## src/rtl/qsort_pkg.sv

```systemverilog
// Shared types and constants for the quicksort stream host and its word buffer.
package qsort_pkg;

    localparam int N_DEF    = 8;
    localparam int W_DEF    = 32;
    localparam int INIT_CYC = 2;

    typedef enum logic [2:0] {
        FILL,
        GAP1,
        LOAD,
        INIT,
        WAIT,
        GAP2,
        DRAIN,
        SEND
    } state_t;

endpackage

```

## src/rtl/qsort_word_buf.sv

```systemverilog
// N x W register file: one synchronous write port, one combinational read port.
module qsort_word_buf
    import qsort_pkg::*;
#(
    parameter int N = N_DEF,
    parameter int W = W_DEF,
    localparam int AW = $clog2(N)
) (
    input  logic          clk,
    input  logic          we,
    input  logic [AW-1:0] waddr,
    input  logic [W-1:0]  wdata,
    input  logic [AW-1:0] raddr,
    output logic [W-1:0]  rdata
);

    logic [W-1:0] words [N];

    generate
        for (genvar gi = 0; gi < N; gi++) begin : g_word
            logic [W-1:0] word_reg;

            always_ff @(posedge clk) begin
                if (we && waddr == AW'(gi)) begin
                    word_reg <= wdata;
                end
            end

            assign words[gi] = word_reg;
        end
    endgenerate

    assign rdata = words[raddr];

endmodule

```

## src/rtl/qsort_stream_host.sv

```systemverilog
// Host-side master for the quicksort core: stream in N words, load, launch,
// wait for completion, drain the sorted words and stream them out with an order check.
module qsort_stream_host
    import qsort_pkg::*;
#(
    parameter int N       = N_DEF,
    parameter int W       = W_DEF,
    parameter int TIMEOUT = 4096
) (
    input  logic         clk,
    input  logic         rst_n,
    input  logic         in_valid,
    input  logic [W-1:0] in_data,
    output logic         in_ready,
    output logic         out_valid,
    output logic [W-1:0] out_data,
    input  logic         out_ready,
    output logic         out_last,
    output logic         sorted_ok,
    output logic         err_timeout,
    output logic         busy,
    output logic [W-1:0] sort_xin,
    output logic         sort_read,
    output logic         sort_write,
    output logic         sort_init,
    input  logic [W-1:0] sort_xout,
    input  logic         sort_done
);

    localparam int AW = $clog2(N);
    localparam int IW = $clog2(N) + 1;
    localparam int TW = $clog2(TIMEOUT + 1);
    localparam logic [IW-1:0] LAST_IDX  = IW'(N - 1);
    localparam logic [IW-1:0] INIT_LAST = IW'(INIT_CYC - 1);
    localparam logic [TW-1:0] TMO_LAST  = TW'(TIMEOUT - 1);

    state_t         state_reg, state_next;
    logic [IW-1:0]  idx_reg, idx_next;
    logic [TW-1:0]  tmo_reg, tmo_next;
    logic           seen_low_reg, seen_low_next;
    logic           dv_reg;
    logic [AW-1:0]  cap_addr_reg;
    logic [W-1:0]   last_cap_reg;
    logic           ok_run_reg, ok_run_next;
    logic           sorted_ok_reg;

    logic           in_fire, out_fire, timeout_hit;
    logic           buf_we;
    logic [AW-1:0]  buf_waddr;
    logic [W-1:0]   buf_wdata, buf_rdata;

    qsort_word_buf #(.N(N), .W(W)) u_buf (
        .clk   (clk),
        .we    (buf_we),
        .waddr (buf_waddr),
        .wdata (buf_wdata),
        .raddr (idx_reg[AW-1:0]),
        .rdata (buf_rdata)
    );

    // dv_reg marks the cycle after a drain strobe, when the sorter's registered xout is valid
    always_ff @(posedge clk or negedge rst_n) begin
        if (!rst_n) begin
            state_reg     <= FILL;
            idx_reg       <= '0;
            tmo_reg       <= '0;
            seen_low_reg  <= 1'b0;
            dv_reg        <= 1'b0;
            cap_addr_reg  <= '0;
            last_cap_reg  <= '0;
            ok_run_reg    <= 1'b0;
            sorted_ok_reg <= 1'b0;
        end else begin
            state_reg    <= state_next;
            idx_reg      <= idx_next;
            tmo_reg      <= tmo_next;
            seen_low_reg <= seen_low_next;
            dv_reg       <= (state_reg == DRAIN);
            cap_addr_reg <= idx_reg[AW-1:0];
            if (dv_reg) begin
                last_cap_reg <= sort_xout;
            end
            if (state_reg == GAP2) begin
                ok_run_reg <= 1'b1;
            end else if (dv_reg) begin
                ok_run_reg <= ok_run_next;
            end
            if (state_reg == SEND && dv_reg) begin
                sorted_ok_reg <= ok_run_next;
            end
        end
    end

    // The order check runs on words as they land in the buffer, so it is final before out_valid rises
    assign ok_run_next = ok_run_reg & ~((cap_addr_reg != '0) && (sort_xout < last_cap_reg));

    assign in_fire     = (state_reg == FILL) && in_valid;
    assign out_fire    = out_valid && out_ready;
    assign timeout_hit = (state_reg == WAIT) && (tmo_reg == TMO_LAST) && !(seen_low_reg && sort_done);

    always_comb begin
        state_next    = state_reg;
        idx_next      = idx_reg;
        tmo_next      = tmo_reg;
        seen_low_next = seen_low_reg;
        case (state_reg)
            FILL: begin
                if (in_fire) begin
                    if (idx_reg == LAST_IDX) begin
                        idx_next   = '0;
                        state_next = GAP1;
                    end else begin
                        idx_next = idx_reg + 1'b1;
                    end
                end
            end
            GAP1: state_next = LOAD;
            LOAD: begin
                if (idx_reg == LAST_IDX) begin
                    idx_next   = '0;
                    state_next = INIT;
                end else begin
                    idx_next = idx_reg + 1'b1;
                end
            end
            INIT: begin
                if (idx_reg == INIT_LAST) begin
                    idx_next      = '0;
                    tmo_next      = '0;
                    seen_low_next = 1'b0;
                    state_next    = WAIT;
                end else begin
                    idx_next = idx_reg + 1'b1;
                end
            end
            WAIT: begin
                tmo_next = tmo_reg + 1'b1;
                if (!sort_done) begin
                    seen_low_next = 1'b1;
                end
                // done is only trusted after it has been seen low, masking the stale pre-launch level
                if (seen_low_reg && sort_done) begin
                    state_next = GAP2;
                end else if (timeout_hit) begin
                    state_next = FILL;
                end
            end
            GAP2: state_next = DRAIN;
            DRAIN: begin
                if (idx_reg == LAST_IDX) begin
                    idx_next   = '0;
                    state_next = SEND;
                end else begin
                    idx_next = idx_reg + 1'b1;
                end
            end
            SEND: begin
                if (out_fire) begin
                    if (idx_reg == LAST_IDX) begin
                        idx_next   = '0;
                        state_next = FILL;
                    end else begin
                        idx_next = idx_reg + 1'b1;
                    end
                end
            end
            default: state_next = FILL;
        endcase
    end

    always_comb begin
        in_ready    = (state_reg == FILL);
        busy        = (state_reg != FILL);
        sort_read   = (state_reg == LOAD);
        sort_write  = (state_reg == DRAIN);
        sort_init   = (state_reg == INIT);
        sort_xin    = (state_reg == LOAD) ? buf_rdata : '0;
        out_valid   = (state_reg == SEND) && !dv_reg;
        out_data    = out_valid ? buf_rdata : '0;
        out_last    = out_valid && (idx_reg == LAST_IDX);
        sorted_ok   = sorted_ok_reg;
        err_timeout = timeout_hit;
        buf_we      = in_fire | dv_reg;
        buf_waddr   = in_fire ? idx_reg[AW-1:0] : cap_addr_reg;
        buf_wdata   = in_fire ? in_data : sort_xout;
    end

endmodule
```

## config.mk

```make
export PLATFORM = sky130hd
export DESIGN_NAME = qsort_stream_host
export DESIGN_NICKNAME = d
export VERILOG_FILES = /design/src/rtl/qsort_pkg.sv /design/src/rtl/qsort_word_buf.sv /design/src/rtl/qsort_stream_host.sv
export SDC_FILE = /design/constraint.sdc
export NUM_CORES = 1
export LEC_CHECK = 0
export CAP_MARGIN = 30
export CORE_ASPECT_RATIO = 1.5
export CORE_MARGIN = 5
export CORE_UTILIZATION = 61
export CTS_CLUSTER_SIZE = 12
export DETAILED_ROUTE_END_ITERATION = 8
export PLACE_DENSITY = 0.92
export SYNTH_ARGS = -nofsm -noshare
export SYNTH_HDL_FRONTEND = slang
export SYNTH_SLANG_ARGS = --single-unit
```

## constraint.sdc

```tcl
create_clock -name clk -period 6.7 [get_ports clk]
set_input_delay 0.67 -clock clk [delete_from_list [all_inputs] [get_ports clk]]
set_output_delay 0.67 -clock clk [all_outputs]
set_load 0.01 [all_outputs]
```

; ---- Yosys cells after proc, flatten, opt, wreduce, memory -nomap -nowiden
; Cells that the tools add are included.
[op_classes]
n_addsub = 2
n_lt_le_gt_ge = 2
n_eq_ne = 26
n_mux = 29
bitwise_logic = 4
reduce_logical = 31
[ops]
columns = cell, n
row1 = $mux W32, 5
row2 = $bmux W32 S3, 1
row3 = $lt A32 B32 Y1, 1
row4 = $mux W3, 10
row5 = $pmux W13 S2, 1
row6 = $eq A3 B3 Y1 const B, 8
row7 = $pmux W3 S8, 1
row8 = $logic_and A1 B1 Y1, 17
row9 = $mux W4, 4
row10 = $pmux W4 S4, 1
row11 = $add A13 B1 Y13 const B, 1
row12 = $eq A13 B12 Y1 const B, 1
row13 = $mux W13, 1
row14 = $eq A3 B2 Y1 const B, 4
row15 = $ne A2 B1 Y1 const B, 5
row16 = $reduce_and A8 Y1, 1
row17 = $eq A3 B1 Y1 const B, 2
row18 = $logic_not A3 Y1, 2
row19 = $ne A2 B2 Y1 const B, 3
row20 = $reduce_and A3 Y1, 2
row21 = $reduce_bool A3 Y1, 2
row22 = $add A4 B1 Y4 const B, 1
row23 = $eq A4 B1 Y1 const B, 1
row24 = $eq A4 B3 Y1 const B, 1
row25 = 13 further kinds, 18
[word_totals]
register_bits = 315
inputBits = 69
output_inout_bits = 73
elab_cells = 111

; ---- Depth between registers and ports, before layout
; Gate-level depths: netlist of run 1.
[logic_depth]
ltp_word = 6
ltp_mapped = 10
ltp_nobuf = 8

; ---- Hierarchy
; A second synthesis of run 1 with hierarchy kept.
[unflattened]
hier_cells = 861
hier_area_um2 = 14154.8
[modules_own_cells]
columns = module, n_inst, cells_each, area_per_inst_um2
row1 = qsort_word_buf, 1, 383, 9825.7
row2 = qsort_stream_host, 1, 478, 4329.2

; ---- Worst setup path after synthesis of run 1
; Ideal clock, no wire load.
[synth_path]
kind = flip-flop to flip-flop
startpoint = reg state_reg[1]
endpoint = reg u_buf.g_word[5].word_reg[0], enable pin
arrival_ns = 2.660
t_required_ns = 6.279
slack_ns = 3.619
path_stages_with_launch = 7
path_buffers = 2
synth_period_minus_slack_ns = 3.081
path_cell_list = dfrtp_1 -> buf_4 -> nor3_4 -> and2_1 -> buf_2 -> a21oi_1 -> nor2_1
[synth_between]
elab_chain_len = 5
elab_cells_between_ends = 6
cone_classes = 1 x eq/ne / 1 x mux / 1 x bitwise / 3 x reduce/logical
[synth_lines]
columns = item, line_no
row1 = start: declaration, qsort_stream_host.sv:37  ; state_t state_reg, state_next;
row2 = start signal: assignment, qsort_stream_host.sv:74  ; state_reg <= state_next;
row3 = $logic_not A3 Y1 (*), --
row4 = net in_ready, qsort_stream_host.sv:14  ; output logic in_ready,
row5 = $logic_and A1 B1 Y1 (*), qsort_stream_host.sv:97  ; assign in_fire = (state_reg == FILL) && in_valid;
row6 = $mux W3, qsort_stream_host.sv:184  ; buf_waddr = in_fire ? idx_reg[AW-1:0] : cap_addr_reg;
row7 = $eq A3 B3 Y1, qsort_word_buf.sv:24  ; if (we && waddr == AW'(gi)) begin
row8 = $logic_and A1 B1 Y1 (*), qsort_word_buf.sv:24
row9 = end signal: assignment, qsort_word_buf.sv:25  ; word_reg <= wdata;
row10 = end: declaration, qsort_word_buf.sv:21  ; logic [W-1:0] word_reg;
; The timed path passes the listed nets; every way through them passes the cells marked *.
; A chain may end at the register's enable or synchronous reset.

; ---- Worst setup path in the final report of run 1
[layout_path]
startpoint = reg idx_reg[0]
endpoint = out out_data[29]
[layout_between]
elab_chain_len = 5
[layout_lines]
columns = item, line_no
row1 = start: declaration, qsort_stream_host.sv:38  ; logic [IW-1:0] idx_reg, idx_next;
row2 = start signal: assignment, qsort_stream_host.sv:75  ; idx_reg <= idx_next;
row3 = $not A3 Y4 (not written as such), qsort_word_buf.sv:33  ; assign rdata = words[raddr];
row4 = $bmux W32 S3, qsort_word_buf.sv:33
row5 = $mux W32 (not written as such) (2 in series), qsort_word_buf.sv:33
row6 = $mux W32, qsort_stream_host.sv:179  ; out_data = out_valid ? buf_rdata : '0;
row7 = end: declaration, qsort_stream_host.sv:16  ; output logic [W-1:0] out_data,
; No other way between the ends. The select of a mux whose other input is x is not followed.

==> out/results.ini, run 1 <==
[finish]
final_cell_mix = 256 x edfxtp_1, 151 x nand2_1, 140 x clkdlybuf4s50_1, 81 x nor2_1, 64 x mux4_2
final_common_cell = edfxtp_1
drive_gt1_share_pct = 12.8
layout.nets = 1177
largest_register_ffs = 256
antenna_cells = 0
area_growth_pct = 20.2

[cts]
clkSinkCount = 315
clk_path_buf_depth = 3
cts-resized-gates = 0
htree_num_levels = 1
insertion_delay_ns = 0.55
tritoncts = done
clkTransAtPathRegs_ns = 0.06
post_cts_buffers = 0
numCtsBuffers = 30
postCtsHoldBufs = 0
cts-root-buf = clkbuf_16

[detailed_routing]
drt-met1-wl_mm = 12.2
via_per_inst = 6.44
wire_per_inst_um = 24.9
postRouteAntennaNets = 0
wl_mm = 34.2
drc_errors = 0
top_layer_used = met4
vias = 8848
firstDrtPassIters = 5
drt_iter0_drc = 966
dr_wl_met3_mm = 2.42
wl_met2_mm = 17.6

[synth]
synth_top_family_by_area = multiplexers
yosys.area.top_type = edfxtp_1
syn_area_um2 = 13600
synthMuxAreaShare_pct = 13.3
synthXorXnorAreaFrac_pct = 0.0645
synthCells = 928
synth-seq-cells = 315
synth_cell_types = 46
async_reset_ff_share_pct = 18.7
synth_simple_gate_area_share_pct = 9.27
ys.flop_type = edfxtp_1
synth-compound-area-share_pct = 3.88
syn-num-nets = 1031
yosys_warnings = 0
yosys.area.top_type_share_pct = 56.6
synthTopCellsByArea = edfxtp_1 57%, dfrtp_1 11%, mux4_2 11%
synth_fa_ha_area_share_pct = 3.13
syn_avg_cell_area_um2 = 14.6
synth_edf_count = 256
yosysSeqAreaShare_pct = 67.5

[timing]
fin_crit_ns = 4.34
finalHoldViolations = 0
slew_violations = 0
timing.fmax_ghz = 0.230
rsz0062_at_grt = false
timing.final.crit_share_pct = 64.8
tightest_slew_ns = 1.03
setup_viol = 0
tns_ns = 0
relSlewSlack_pct = 31.6
skew_ns = 0.00885

[power]
internal-power_mw = 4.56
total_power_mw = 6.87
power.density_nw_per_um2 = 421
p_leak_nw = 5.87
sw_frac_of_total_pct = 33.6
ir_worst_vdd_v = 0.000330
p_clk_share_pct = 22.8
p_seq_share_pct = 41.2
p_comb_share_pct = 36.0
p_sw_mw = 2.30

[setup_path]
worstPathRequired_ns = 6.03
crit_type = register to output port
worstSetupEndpointType = output port
critical_path.max_fanout = 45
cp.arrival_ns = 3.67
start_kind = register

[hold_path]
hold_class = input pin to async pin

[floorplanning]
die_w_um = 132
core_um2 = 22100
die_height_um = 193
num_io_pins = 142
initial_core_util_pct = 61.3
fp-row-count = 67
design.die.area_um2 = 25400

[global_routing]
grt_use_total_pct = 27.0
overflow = 0
antenna_found_initial = 0
grt_pass1_vias = 8958
grt_max_degree = 70
grt_pass1_wl_mm = 52.6

[place]
io_buffers = 141
gp_congestion = 0.844
dp_hpwl_mm = 21.5

[run_status]
status = complete, no violations

[job]
maxCapViolations = 0

-- worst max-delay path: stages, from the launching register on --
cell             delay [ns]
dfrtp_4                0.98
buf_4                  0.59
mux4_2                 0.61
mux2i_1                0.26
nor2_1                 0.09
clkdlybuf4s50_1        0.54
-- cell families after synthesis --
logic type | Yosys count
compound gates | 95
fa+ha+maj | 34
xor+xnor | 1
mux | 100
simple gates | 298
flops | 315
buf+inv | 85
-- final cells by class --
cell class	count	area (µm²)
clock buffers	55	876
clock inverters	1	5.00
fillers	1247	5810
inverters	41	154
multi-input cells	528	4090
flip-flops and latches	315	9170
well taps	276	345
repair buffers	158	1680
-- Yosys cell counts (10+ instances only) --
master / n
a21oi_1: 16
buf_2: 17
clkbuf_1: 19
dfrtp_1: 59
edfxtp_1: 256
ha_1: 34
inv_1: 40
mux2i_1: 33
mux4_2: 64
nand2_1: 151
nand3_1: 19
nand4_1: 10
nor2_1: 89
o21ai_0: 56
-- metal layers --
layer | global-route usage [%] | vias to the layer above
met4 | 12.9 | 0
met3 | 3.57 | 148
met2 | 46.7 | 577
li1 | - | 3737
met1 | 34.2 | 4386
met5 | 0 | -
-- power groups by stage --
stage                     clock network (mW)  registers [mW]  logic, mW
final                                   1.56            2.83       2.47
after global routing                    1.66            2.88       2.65
after CTS                               1.57            2.83       2.48
after detailed placement                   0            2.86       2.43
after global placement                     0            2.83       2.26
after floorplan                            0            2.65       1.65
-- worst paths after layout --
kind,startpoint,endpoint,slack [ns],cells after the start
setup / recovery,idx_reg[0],out_data[29],2.36,5
hold / removal,rst_n,last_cap_reg[3],0.27,2
setup reg to reg,idx_reg[0],u_buf.g_word[7].word_reg[24],3.37,6
hold reg to reg,tmo_reg[10],tmo_reg[10],0.48,1
max in group asynchronous,rst_n,idx_reg[0],5.84,2
min in group clk,tmo_reg[10],tmo_reg[10],0.48,1
-- stage by stage --
step                std cells  hold WS, ns  instance area [µm²]  util, %  setup slack [ns]
global placement         1309        0.454                15200     68.8              2.94
floorplan                 928        0.374                13600        -              3.62
global route             1374        0.331                16300     73.7              2.14
CTS                      1374        0.296                16300     73.7              2.28
finish                   1374        0.268                16300     73.7              2.36
detailed placement       1318        0.468                15400     69.8              2.84
Power figures use the tool's default switching activity.
==> run 2, diff against run 1 <==
--- a/config.mk
+++ b/config.mk
@@ -8,10 +8,10 @@
 export CAP_MARGIN = 30
 export CORE_ASPECT_RATIO = 1.5
 export CORE_MARGIN = 5
-export CORE_UTILIZATION = 61
+export CORE_UTILIZATION = 51
 export CTS_CLUSTER_SIZE = 12
 export DETAILED_ROUTE_END_ITERATION = 8
-export PLACE_DENSITY = 0.92
+export PLACE_DENSITY = 0.83
 export SYNTH_ARGS = -nofsm -noshare
 export SYNTH_HDL_FRONTEND = slang
 export SYNTH_SLANG_ARGS = --single-unit
==> constraint.sdc (replaced) <==
create_clock -name clk -period 3.7 [get_ports clk]
set_input_delay 0.37 -clock clk [delete_from_list [all_inputs] [get_ports clk]]
set_output_delay 0.37 -clock clk [all_outputs]
set_load 0.01 [all_outputs]
==> run 2 against run 1 <==
  * Largest power group unchanged
  * Largest cell class unchanged
  * Via count fell by 5.8%
  * Wire length fell by 8.2%
  * Total power rose by 79%
  * Clock power rose by 79%
  * Core utilization fell by 12 points
  * Critical path type unchanged
  * Critical path depth did not move
  * Register-to-register slack got worse by 2.5 ns
  * Clock skew rose by 0.0041 ns
==> out/results.ini, run 2 (synthesis gave the netlist of run 1 again) <==
[timing]
rsz0062_at_grt = false
tns_ns = 0  ; unchanged
slew_violations = 0  ; unchanged
fin_crit_ns = 3.45
timing.fmax_ghz = 0.290
finalHoldViolations = 0  ; unchanged
tightest_slew_ns = 0.899  ; -0.127 ns
skew_ns = 0.0129  ; +0.00408 ns
relSlewSlack_pct = 39.9  ; +8.3 points
setup_viol = 0  ; unchanged
timing.final.crit_share_pct = 93.3

[floorplanning]
num_io_pins = 142  ; unchanged
initial_core_util_pct = 51.4  ; -9.9 points
fp-row-count = 73  ; +9.0%
design.die.area_um2 = 30000  ; +18%
core_um2 = 26400  ; +19%
die_w_um = 143  ; +8.7%
die_height_um = 210  ; +8.9%

[cts]
clkSinkCount = 315  ; unchanged
cts-root-buf = clkbuf_16
cts-resized-gates = 0  ; unchanged
numCtsBuffers = 30  ; unchanged
clkTransAtPathRegs_ns = 0.06  ; about the same
tritoncts = done
htree_num_levels = 1  ; unchanged
clk_path_buf_depth = 3  ; unchanged
insertion_delay_ns = 0.54  ; about the same

[global_routing]
grt_pass1_vias = 8700  ; -2.9%
grt_use_total_pct = 20.9  ; -6.1 points
overflow = 0  ; unchanged
grt_max_degree = 40  ; -43%
antenna_found_initial = 1  ; +1
grt_pass1_wl_mm = 48.3  ; -8.1%

[place]
io_buffers = 141  ; unchanged
gp_congestion = 0.819  ; -3.1%
dp_hpwl_mm = 20.3  ; -5.5%
placed_cells = 1390  ; +5.5%

[job]
maxCapViolations = 0  ; unchanged

[finish]
final_common_cell = edfxtp_1
area_growth_pct = 20.7
final_cell_mix = 256 x edfxtp_1, 151 x nand2_1, 140 x clkdlybuf4s50_1, 81 x nor2_1, 64 x mux4_2
drive_gt1_share_pct = 13.8  ; +1.0 points
largest_register_ffs = 256  ; unchanged
finalNonFillerCells = 1449  ; +5.5%
layout.nets = 1190  ; +1.1%

[setup_path]
critical_path.max_fanout = 27  ; -40%
worstRegToRegCells = 5  ; -1
start_kind = register
cp.arrival_ns = 3.08  ; -0.59 ns
r2r_slack_ns = 0.85  ; -2.52 ns
worstSetupEndpointType = output port
worstPathRequired_ns = 3.33  ; -2.70 ns
crit_type = register to output port
crit-reg2reg-launch = state_reg[1]
reg2reg_to = u_buf.g_word[4].word_reg[30]

[power]
power.density_nw_per_um2 = 752  ; +79%
p_leak_nw = 5.92  ; +0.73%
ir_worst_vdd_v = 0.000545  ; +65%

[detailed_routing]
wire_per_inst_um = 21.7  ; -13%
top_layer_used = met4
drc_errors = 0  ; unchanged
vias = 8332  ; -5.8%
drt_iter0_drc = 565  ; -42%
dr_wl_met3_mm = 2.07  ; -14%
postRouteAntennaNets = 0  ; unchanged
drt-met1-wl_mm = 11.8  ; -3.5%
via_per_inst = 5.75  ; -11%
wl_met2_mm = 16.6  ; -5.7%
wl_mm = 31.4  ; -8.2%
firstDrtPassIters = 4  ; -1

[hold_path]
hold_class = input pin to async pin

[run_status]
status = complete, no violations

## run 2: changes by cell type in the layout (fill, tap and decap cells not counted), sizes merged
cell and change:
clkbuf -1, clkinv +1, dlygate4sd3 +1, diode +1, buf +12
## run 2: layer usage
metal | track usage (%) | up-vias
met1 | 26.5 | 4160
li1 | - | 3762
met3 | 2.53 | 67
met5 | 0 | -
met2 | 36.9 | 343
met4 | 7.18 | 0
## run 2: cell type report
| class | instances | area [µm²] |
|---|---|---|
| Antenna cell | 1 | 2.50 |
| Clock buffer | 54 | 872 |
| Clock inverter | 2 | 10.0 |
| Fill cell | 1861 | 10000 |
| Inverter | 41 | 154 |
| Multi-Input combinational cell | 528 | 4060 |
| Sequential cell | 315 | 9170 |
| Tap cell | 337 | 422 |
| Timing Repair Buffer | 171 | 1690 |
## run 2: metrics by stage
| step | hold WS, ns | power, mW | instance area (µm²) | worst slack [ns] | utilization [%] |
|---|---|---|---|---|---|
| after floorplan | 0.0744 | 7.79 | 13600 | 0.619 | - |
| after global placement | 0.460 | 9.36 | 15400 | 0.695 | 58.5 |
| after detailed placement | 0.460 | 9.52 | 15500 | 0.682 | 58.6 |
| after CTS | 0.422 | 12.4 | 16400 | 0.0959 | 62.0 |
| after global routing | 0.472 | 13.0 | 16400 | 0.195 | 62.0 |
| final | 0.416 | 12.3 | 16400 | 0.247 | 62.0 |
## run 2: how the worst max path moves through the flow
stage                       startpoint                           to  cells after the start
after floorplan           state_reg[1]  u_buf.g_word[5].word_reg[0]                      6
after global placement      idx_reg[0]                 out_data[23]                      5
after detailed placement    idx_reg[0]                 out_data[23]                      5
after CTS                   idx_reg[0]                  sort_xin[2]                      5
after global routing        idx_reg[1]                 sort_xin[26]                      5
final                       idx_reg[1]                 sort_xin[26]                      5
## run 2: power by group
group          internal (mW)  switching (mW)  total [mW]
registers               4.58           0.375        4.96
logic                   2.13            2.42        4.55
clock network           1.58            1.22        2.80
total                   8.29            4.02        12.3
## run 2: critical path, stage by stage, from the launching register on
cell	delay [ns]
dfrtp_2	0.78
buf_4	0.41
mux4_2	0.35
mux2i_1	0.41
nor2_1	0.08
clkdlybuf4s50_1	0.49
## run 2: timing repair
| action | 4_1_cts | 5_1_grt |
|---|---|---|
| endpoints found under the setup margin | 0 | 4 |
| hold buffers | 1 | 0 |
| hold endpoints to repair | 29 | 0 |
| setup buffers | 0 | 1 |
